### src/rtl/fixmul_writeback_unit_if.sv
// Multiply issue, decode hazard, and register-file write-port signals of fixmul_writeback_unit.
// The pipeline side uses the master modport and the unit uses the slave modport.
interface fixmul_writeback_unit_if;
    logic        start;
    logic [31:0] a;
    logic [31:0] b;
    logic [4:0]  dest;
    logic [4:0]  rs;
    logic [4:0]  rt;
    logic [4:0]  rd;
    logic        pipe_regwrite;
    logic [4:0]  pipe_writereg;
    logic [31:0] pipe_writedata;
    logic        f_regwrite;
    logic [4:0]  writereg;
    logic [31:0] writedata;
    logic        busy;
    logic        done;
    logic        stall;

    modport master (
        output start, a, b, dest, rs, rt, rd,
        output pipe_regwrite, pipe_writereg, pipe_writedata,
        input  f_regwrite, writereg, writedata, busy, done, stall
    );

    modport slave (
        input  start, a, b, dest, rs, rt, rd,
        input  pipe_regwrite, pipe_writereg, pipe_writedata,
        output f_regwrite, writereg, writedata, busy, done, stall
    );
endinterface

### src/rtl/fixmul_writeback_unit.sv
// Iterative signed Q16.16 multiplier that owns the register-file write port; FIXMUL_SATURATE_EN clamps overflow.
// Latency: start at edge N, result offered in WAIT_WB during the cycle after edge N+32.
// Backpressure: pipeline writeback always wins; the pending result is held, and decode is stalled on hazards.
module fixmul_writeback_unit #(
    parameter int WIDTH     = 32,
    parameter int FRAC_BITS = 16
) (
    input  logic                  clk,
    input  logic                  reset,
    fixmul_writeback_unit_if.slave bus
);
    localparam int PW = 2 * WIDTH;
    localparam int CW = $clog2(WIDTH);
    localparam logic [CW-1:0] CNT_LAST = CW'(WIDTH - 1);

    typedef enum logic [1:0] {IDLE, CALC, WAIT_WB} state_t;

    state_t           state;
    logic [CW-1:0]    cnt;
    logic [PW-1:0]    acc;
    logic [WIDTH-1:0] mag_a;
    logic [WIDTH-1:0] mag_b;
    logic             sign;
    logic [4:0]       dest_q;
    logic             done_q;

    logic [WIDTH-1:0] abs_a;
    logic [WIDTH-1:0] abs_b;
    logic [WIDTH-1:0] result;
    logic             busy;
    logic             grant;
    logic             unit_wr;

    // Two's-complement negation of 0x80000000 yields 0x80000000, i.e. magnitude 2^31 when read unsigned.
    assign abs_a = bus.a[WIDTH-1] ? (~bus.a + 1'b1) : bus.a;
    assign abs_b = bus.b[WIDTH-1] ? (~bus.b + 1'b1) : bus.b;

    assign busy    = (state != IDLE);
    assign unit_wr = (state == WAIT_WB) && (dest_q != 5'd0);
    assign grant   = (state == WAIT_WB) && (!bus.pipe_regwrite || dest_q == 5'd0);

`ifdef FIXMUL_SATURATE_EN
    localparam int MW = PW - FRAC_BITS;
    localparam logic [WIDTH-1:0] POS_LIM = {1'b0, {(WIDTH-1){1'b1}}};
    localparam logic [WIDTH-1:0] NEG_LIM = {1'b1, {(WIDTH-1){1'b0}}};

    logic [MW-1:0] m;
    assign m = acc[PW-1:FRAC_BITS];

    always_comb begin
        result = m[WIDTH-1:0];
        if (sign) begin
            if (m > {{(MW-WIDTH){1'b0}}, NEG_LIM}) result = NEG_LIM;
            else                                   result = ~m[WIDTH-1:0] + 1'b1;
        end else if (m > {{(MW-WIDTH){1'b0}}, POS_LIM}) begin
            result = POS_LIM;
        end
    end
`else
    // Only the low WIDTH bits of the truncated magnitude survive wrap-around.
    logic [WIDTH-1:0] m_lo;
    assign m_lo   = acc[FRAC_BITS +: WIDTH];
    assign result = sign ? (~m_lo + 1'b1) : m_lo;
`endif

    always_ff @(posedge clk) begin
        if (reset) begin
            state  <= IDLE;
            cnt    <= '0;
            acc    <= '0;
            mag_a  <= '0;
            mag_b  <= '0;
            sign   <= 1'b0;
            dest_q <= '0;
            done_q <= 1'b0;
        end else begin
            done_q <= grant;
            case (state)
                IDLE: begin
                    if (bus.start) begin
                        mag_a  <= abs_a;
                        mag_b  <= abs_b;
                        sign   <= bus.a[WIDTH-1] ^ bus.b[WIDTH-1];
                        dest_q <= bus.dest;
                        acc    <= '0;
                        cnt    <= '0;
                        state  <= CALC;
                    end
                end
                CALC: begin
                    if (mag_b[cnt]) acc <= acc + ({{WIDTH{1'b0}}, mag_a} << cnt);
                    cnt <= cnt + 1'b1;
                    if (cnt == CNT_LAST) state <= WAIT_WB;
                end
                WAIT_WB: begin
                    if (grant) state <= IDLE;
                end
                default: state <= IDLE;
            endcase
        end
    end

    always_comb begin
        bus.f_regwrite = bus.pipe_regwrite;
        bus.writereg   = bus.pipe_writereg;
        bus.writedata  = bus.pipe_writedata;
        if (!bus.pipe_regwrite && unit_wr) begin
            bus.f_regwrite = 1'b1;
            bus.writereg   = dest_q;
            bus.writedata  = result;
        end
    end

    assign bus.busy  = busy;
    assign bus.done  = done_q;
    // A second issue stalls too, since start is ignored while busy.
    assign bus.stall = busy && (((dest_q != 5'd0) &&
                                 (bus.rs == dest_q || bus.rt == dest_q || bus.rd == dest_q)) ||
                                bus.start);
endmodule

### src/flat_wrapper.sv
// flat-port wrapper written by rule: the top's interface ports become plain ports
module fixmul_writeback_unit_flat 
#(
    parameter int WIDTH     = 32,
    parameter int FRAC_BITS = 16
)
  (clk, reset, bus_start, bus_a, bus_b, bus_dest, bus_rs, bus_rt, bus_rd, bus_pipe_regwrite, bus_pipe_writereg, bus_pipe_writedata, bus_f_regwrite, bus_writereg, bus_writedata, bus_busy, bus_done, bus_stall);
  fixmul_writeback_unit_if bus_i ();
  input  logic clk;
  input  logic reset;
  input wire logic [$bits(bus_i.start)-1:0] bus_start;
  input wire logic [$bits(bus_i.a)-1:0] bus_a;
  input wire logic [$bits(bus_i.b)-1:0] bus_b;
  input wire logic [$bits(bus_i.dest)-1:0] bus_dest;
  input wire logic [$bits(bus_i.rs)-1:0] bus_rs;
  input wire logic [$bits(bus_i.rt)-1:0] bus_rt;
  input wire logic [$bits(bus_i.rd)-1:0] bus_rd;
  input wire logic [$bits(bus_i.pipe_regwrite)-1:0] bus_pipe_regwrite;
  input wire logic [$bits(bus_i.pipe_writereg)-1:0] bus_pipe_writereg;
  input wire logic [$bits(bus_i.pipe_writedata)-1:0] bus_pipe_writedata;
  output wire logic [$bits(bus_i.f_regwrite)-1:0] bus_f_regwrite;
  output wire logic [$bits(bus_i.writereg)-1:0] bus_writereg;
  output wire logic [$bits(bus_i.writedata)-1:0] bus_writedata;
  output wire logic [$bits(bus_i.busy)-1:0] bus_busy;
  output wire logic [$bits(bus_i.done)-1:0] bus_done;
  output wire logic [$bits(bus_i.stall)-1:0] bus_stall;
  assign bus_i.start = bus_start;
  assign bus_i.a = bus_a;
  assign bus_i.b = bus_b;
  assign bus_i.dest = bus_dest;
  assign bus_i.rs = bus_rs;
  assign bus_i.rt = bus_rt;
  assign bus_i.rd = bus_rd;
  assign bus_i.pipe_regwrite = bus_pipe_regwrite;
  assign bus_i.pipe_writereg = bus_pipe_writereg;
  assign bus_i.pipe_writedata = bus_pipe_writedata;
  assign bus_f_regwrite = bus_i.f_regwrite;
  assign bus_writereg = bus_i.writereg;
  assign bus_writedata = bus_i.writedata;
  assign bus_busy = bus_i.busy;
  assign bus_done = bus_i.done;
  assign bus_stall = bus_i.stall;
  fixmul_writeback_unit #(.WIDTH(WIDTH), .FRAC_BITS(FRAC_BITS)) u_core (.clk(clk), .reset(reset), .bus(bus_i));
endmodule
### config.mk
export PLATFORM = sky130hd
export DESIGN_NAME = fixmul_writeback_unit_flat
export DESIGN_NICKNAME = d
export VERILOG_FILES = /design/src/rtl/fixmul_writeback_unit_if.sv /design/src/rtl/fixmul_writeback_unit.sv /design/src/flat_wrapper.sv
export SDC_FILE = /design/constraint.sdc
export NUM_CORES = 1
export LEC_CHECK = 0
export ABC_AREA = 0
export ABC_CLOCK_PERIOD_IN_PS = 12100
export CORE_MARGIN = 2
export CORE_UTILIZATION = 61
export DETAILED_ROUTE_END_ITERATION = 8
export PLACE_DENSITY = 0.92
export SLEW_MARGIN = 40
export SYNTH_ARGS = -nofsm -noshare
export SYNTH_HDL_FRONTEND = slang
export SYNTH_SLANG_ARGS = --single-unit
export TNS_END_PERCENT = 5
### constraint.sdc
create_clock -name clk -period 12.1 [get_ports clk]
set_input_delay 1.21 -clock clk [delete_from_list [all_inputs] [get_ports clk]]
set_output_delay 1.21 -clock clk [all_outputs]
set_load 0.01 [all_outputs]
* Word level (Yosys, flattened, before mapping)
Index checks and enable logic that the tools add are counted.
Operators by class: $lt $le $gt $ge 1, equal/unequal tests 10, reduce and logical (&&, ||, !) cells 19, add/subtract/negate cells 5, multiplexer cells 17, shift operators 1, bitwise gates (word level) 4
Operators with widths (count):
- $mux 32 | 4
- $mux 64 | 2
- $pmux 64 s2 | 1
- $add 32x1->32 const B | 3
- $not 32->32 | 3
- $add 64x64->64 | 1
- $shl 32x5->64 | 1
- $eq 5x5->1 | 3
- $mux 5 | 2
- $pmux 5 s2 | 1
- $lt 5x6->1 const B | 1
- $mux 2 | 3
- $ne 2x1->1 const B | 3
- $pmux 2 s3 | 1
- $reduce_and 3->1 | 2
- $add 5x1->5 const B | 1
- $bmux 1 s5 | 1
- $eq 5x5->1 const B | 1
- $logic_and 1x1->1 | 5
- $logic_not 5->1 | 1
- $reduce_bool 5->1 | 1
- $logic_or 1x1->1 | 4
- $reduce_and 2->1 | 2
- $reduce_bool 2->1 | 2
- 7 further kinds | 8
Storage, ports and cells: output and inout bits 41, bits of input ports 125, register bits 142, word-level logic and storage cells 65

* Logic depth before layout (Yosys ltp)
depth after elaboration 6, depth in mapped cells 23, mapped depth without buffers 19

* Least setup slack after synthesis
No wires, ideal clock.
path kind reg-to-reg, start point register u_core.cnt[1], end point register u_core.acc[35], stages on the path, launching flop included 20, path slack 7.457 ns, setup time 0.117 ns, path buffers 4, arrival 4.526 ns, period minus slack after synthesis 4.643 ns, data required time 11.983 ns, cell sequence dfxtp_1 > buf_2 > buf_4 > buf_1 > buf_1 > mux4_2 > a21oi_1 > mux2_2 > nor2_1 > ha_1 > a21oi_1 > o21ai_0 > a311oi_1 > a21boi_1 > o21ai_1 > a31oi_1 > o21ai_1 > a221oi_1 > xnor2_1 > a22o_1
On the way: word-level cells in the longest chain between the ends 4, elaborated cells on any way between the ends 8, classes of those cells add/sub (1); eq/ne (1); shift (1); mux (4); reduce/logical (1)
RTL lines:
- start: declaration | line fixmul_writeback_unit.sv:19 | logic [CW-1:0] cnt;
- start signal: assignment | line fixmul_writeback_unit.sv:92 | cnt <= cnt + 1'b1;
- $shl 32x5->64 / $bmux 1 s5 (equally long branches) | line fixmul_writeback_unit.sv:91 | if (mag_b[cnt]) acc <= acc + ({{WIDTH{1'b0}}, mag_a} << cnt);
- $add 64x64->64 / $mux 1 (equally long branches) | line fixmul_writeback_unit.sv:91
- $mux 64 / $ne 2x1->1 (equally long branches)
- $pmux 64 s2 / $reduce_and 3->1 (equally long branches)
- end signal: assignment | line fixmul_writeback_unit.sv:91
- end: declaration | line fixmul_writeback_unit.sv:20 | logic [PW-1:0] acc;
Parallel ways exist; a longest one is shown, timed or not. The select of a mux whose other input is x is not followed. A chain may end at the register's enable or synchronous reset.

* Worst setup path in the final report
Ends and elaborated chain as after synthesis.

==> impl_summary.txt <==
----------------------------------------------------
[Status]
  Result of the run ... completed

[Global routing]
  Grt total ovfl ... 0
  First-pass GRT wire length ... 52.69 mm
  Tot GR Track Use ... 31.83%
  Via count of the first global-routing pass ... 10713
  Number of antenna violations at the first check in global routing ... 0
  Largest net degree at the start of global routing ... 100

[Critical path]
  Data required time at the worst endpoint ... 12410 ps
  Critical R2R Launch ... u_core.cnt[1]
  Count of cell instances traversed by the critical path ... 18
  Capture point of the worst path ... u_core.acc[35]
  Most common cell type on the critical path ... a21oi_1
  Critical Setup Path Class ... flip-flop to flip-flop
  Data arrival, critical path ... 5570 ps
  Largest driver fanout on the critical path ... 53
  Critical path's slowest cell ... buf_4
  Delay of the slowest cell on the worst path ... 520 ps
  Setup crit start kind ... flip-flop
  Critical register-to-register path endpoint ... u_core.acc[35]
  Register-to-register path setup slack ... 6840 ps
  Family of cells with the greatest summed delay on the critical path ... compound AO/OA/AOI/OAI gates
  Worst Path Buf+Inv ... 1
  Ordered list of cells on the worst path ... buf_4, mux2_2, o21ai_0, nor2_1, a21oi_1, mux2_2, nor2_1, ha_1, a21oi_1, a21oi_1, a311oi_1, a21boi_1, o21ai_1, a31oi_1, o21ai_1, a221oi_1, xnor2_1, a22o_1
  Critical path origin ... u_core.cnt[1]
  Crit end category ... flip-flop
  R2R cell count ... 18

[Yosys]
  Simple-gate share of the synthesized area ... 21.51%
  Warnings, synthesis ... 0
  Main combinational cell family by area after synthesis ... compound AO/OA/AOI/OAI gates
  Leading area contributor after synthesis ... dfxtp_1
  Flops & latches, synth ... 126
  Top_reg_cell synth ... dfxtp_1
  Syn nets ... 1712
  Count leader, synth ... nand2_1
  Most area-consuming cells after synthesis ... dfxtp_1, xor2_1, nand2_1
  Distinct cells, synth ... 71
  Commonest cells in the synthesized netlist ... nand2_1, nor2_1, dfxtp_1
  Post-Syn Area ... 0.01151 mm²
  Post-Synthesis Cells ... 1534
  Number of enable flip-flop cells after synthesis ... 0
  Xor and xnor fraction of the mapped netlist area ... 10.42%
  Synthesized area per cell ... 7.504 µm²
  Area fraction in compound gates after synthesis ... 24.99%
  Multiplexer fraction of the synthesized cell area ... 10.76%
  Synth top area share ... 21.91%
  Async set-or-reset flop fraction in the synthesized netlist ... 0%
  Adder-cell share of the synthesized area ... 5.826%
  Proportion of synthesized chip area in sequential cells ... 21.91%

[Layout]
  Final-layout fill cell count ... 1407
  Number of nets in the layout ... 1804
  Share of the core filled with cells in the final layout ... 73.77%
  Layout cells sized above 1 ... 7.200%
  Final instance count without filler cells ... 1873
  Synth-to-Final Area Change ... 19.08%
  Antenna diode instance count ... 0

[Timing]
  Final worst-path cycle share ... 43.46%
  Unrepaired setup endpoints after global routing ... false
  Sum Neg Setup Slack ... 0 ps
  Transition time at the pin with the least slew margin ... 695.0 ps
  Time the final worst path needs with I/O delays and setup ... 5258 ps
  Number of pins exceeding their max-slew limit in the final report ... 0
  Largest clock skew in the final design ... 11.90 ps
  Count of endpoints failing setup in the final report ... 0
  Final-report hold violation count ... 0
  Maximum clock rate ... 190.2 MHz
  Worst slew slack as a fraction of its limit ... 53.66%

[Route]
  Detailed Route WL ... 32.01 mm
  Via count of the routed design ... 11720
  Final routed DRC violation total ... 0
  Number of iterations in the first detailed-routing pass ... 6
  Number of nets still failing antenna checks after routing ... 0
  DRC marker count from the first detailed-route iteration ... 1066
  Per-cell routed wire length ... 17.09 µm
  Via/cell ratio ... 6.257

[Clock tree]
  Number of buffers created by CTS ... 17
  Number of H-tree levels ... 4
  Post-CTS Setup Bufs ... 0
  Clock Tree Root ... clkbuf_16
  TritonCTS clock tree ... built
  Clock slew at the register clock pins of the worst setup and hold paths ... 60 ps
  Num Clock Sinks ... 126
  Post-CTS Resized ... 0
  Bufs on Longest Clock Path ... 2
  Clock latency on the worst-skew pair ... 430 ps
  Number of hold-repair buffers added at the cts stage ... 0

[Flow run]
  Max capacitance violation total ... 0

[Placed design]
  GPL Wtd Cong ... 0.9745
  Number of input and output port buffers inserted ... 165
  Post-detail-place hpwl ... 23.76 mm
  Cell total after placement ... 1841

[Die]
  Vertical extent of the die ... 141.4 µm
  IO Count ... 166
  Number of standard-cell rows in the floorplan ... 50
  Width of the die ... 141.4 µm
  Die ar. ... 0.01999 mm²
  Initial Util ... 61.95%
  Core region area ... 0.01858 mm²

[Power and ir drop]
  Power density normalized to cell area ... 95.37 mW/mm²
  Static power due to leakage ... 5.542 nW
  Peak supply drop ... 0.09871 mV

[Worst hold path]
  Tightest Hold Check Type ... flip-flop to flip-flop

----------------------------------------------------
[cell families (layout without fill, tap and decap cells)]
kind of cell	after synthesis	after routing
AO/OA/AOI/OAI	449	449
buffers and inverters	133	238
AND/OR/NAND/NOR	539	539
multiplexers	97	97
flip-flops	126	126
XOR/XNOR	137	137
adder cells (fa/ha/maj)	53	53
[metrics by stage]
step                area, µm²  worst slack [ps]  hold slack [ps]  total power [mW]
finish                  13710              6842            458.6             1.307
global route            13710              6443            477.0             1.363
CTS                     13700              6945            461.1             1.304
detailed placement      13130              6971            452.2            0.8082
global placement        13130              7138            439.5            0.8010
floorplan               11510              7457            429.0            0.6868
[layout by cell type (no fill, tap or decap), types with 6 or more instances in the layout]
master           netlist  layout
a211oi_1              64      64
a21o_1                31      31
a21oi_1              115     115
a22o_1                15      15
a31oi_1                9       9
and2_1                 8       7
and3_1                13      13
buf_4                  4      11
clkbuf_16              0      17
clkdlybuf4s50_1        0     162
dfxtp_1              126     124
ha_1                  52      52
inv_1                 29      28
mux2_2                24      24
mux2i_1               54      54
mux4_2                19      19
nand2_1              184     184
nand2b_1              11      11
nand3_1               29      29
nand4_1               12      12
nor2_1               164     164
nor2b_1               14      13
nor3_1                35      35
nor4_1                11      11
o21ai_0              109     109
o21ai_1                6       6
o21bai_1              10      10
o22ai_1               17      17
o31ai_1               19      19
o41ai_1               11      11
or2_2                 10      10
or3_1                 19      18
or4_1                 14      14
xnor2_1               48      48
xor2_1                89      89
[registers in the layout, indices dropped and copies added (netlist names)]
name and flops:
u_core.dest_q 5, u_core.state 2, u_core.acc 48, u_core.sign 1, u_core.mag_b 32, u_core.cnt 5, u_core.mag_a 32, u_core.bus.done 1
[worst register-to-register path: stages, from the launching register on]
cell and delay, ps:
dfxtp_2 310, buf_4 520, mux2_2 410, o21ai_0 250, nor2_1 80, a21oi_1 420
mux2_2 300, nor2_1 50, ha_1 390, a21oi_1 290, a21oi_1 120, a311oi_1 340
a21boi_1 290, o21ai_1 170, a31oi_1 340, o21ai_1 180, a221oi_1 390, xnor2_1 100
a22o_1 200
[layout make-up]
type                    count  area (µm²)  share of cell area (%)
well taps                 234       292.8                   2.136
multi-input cells        1275        8472                   61.81
inverters                  29       108.9                  0.7942
flip-flops and latches    126        2525                   18.42
clock inverters            15       146.4                   1.068
repair buffers            177        1737                   12.67
clock buffers              17       425.4                   3.104
[worst min-delay path by stage]
stage | endpoint | slack [ps] | depth (start not counted) | from
global route | u_core.acc[15] | 480 | 2 | u_core.acc[15]
detailed placement | u_core.acc[15] | 450 | 2 | u_core.acc[15]
floorplan | u_core.mag_b[24] | 430 | 2 | u_core.mag_b[24]
CTS | u_core.acc[15] | 460 | 2 | u_core.acc[15]
global placement | u_core.mag_b[0] | 440 | 2 | u_core.mag_b[0]
finish | u_core.acc[15] | 460 | 2 | u_core.acc[15]
[report_power, final]
| part | internal [mW] | leakage (nW) | total (mW) | switching (mW) |
|---|---|---|---|---|
| clock | 0.273 | 0.269 | 0.499 | 0.226 |
| sequential | 0.438 | 1.03 | 0.462 | 0.0234 |
| combinational | 0.155 | 4.24 | 0.347 | 0.192 |
[metal layers]
metal  global-route usage (%)  vias up  wire length (µm)
li1                         -     5760                 -
met1                    42.88     5390             14030
met2                    52.35      493             15010
met3                    4.590       77              2063
met4                    11.21        0               906
met5                        0        -                 0
Note: power is estimated with default switching activity, not from simulation.
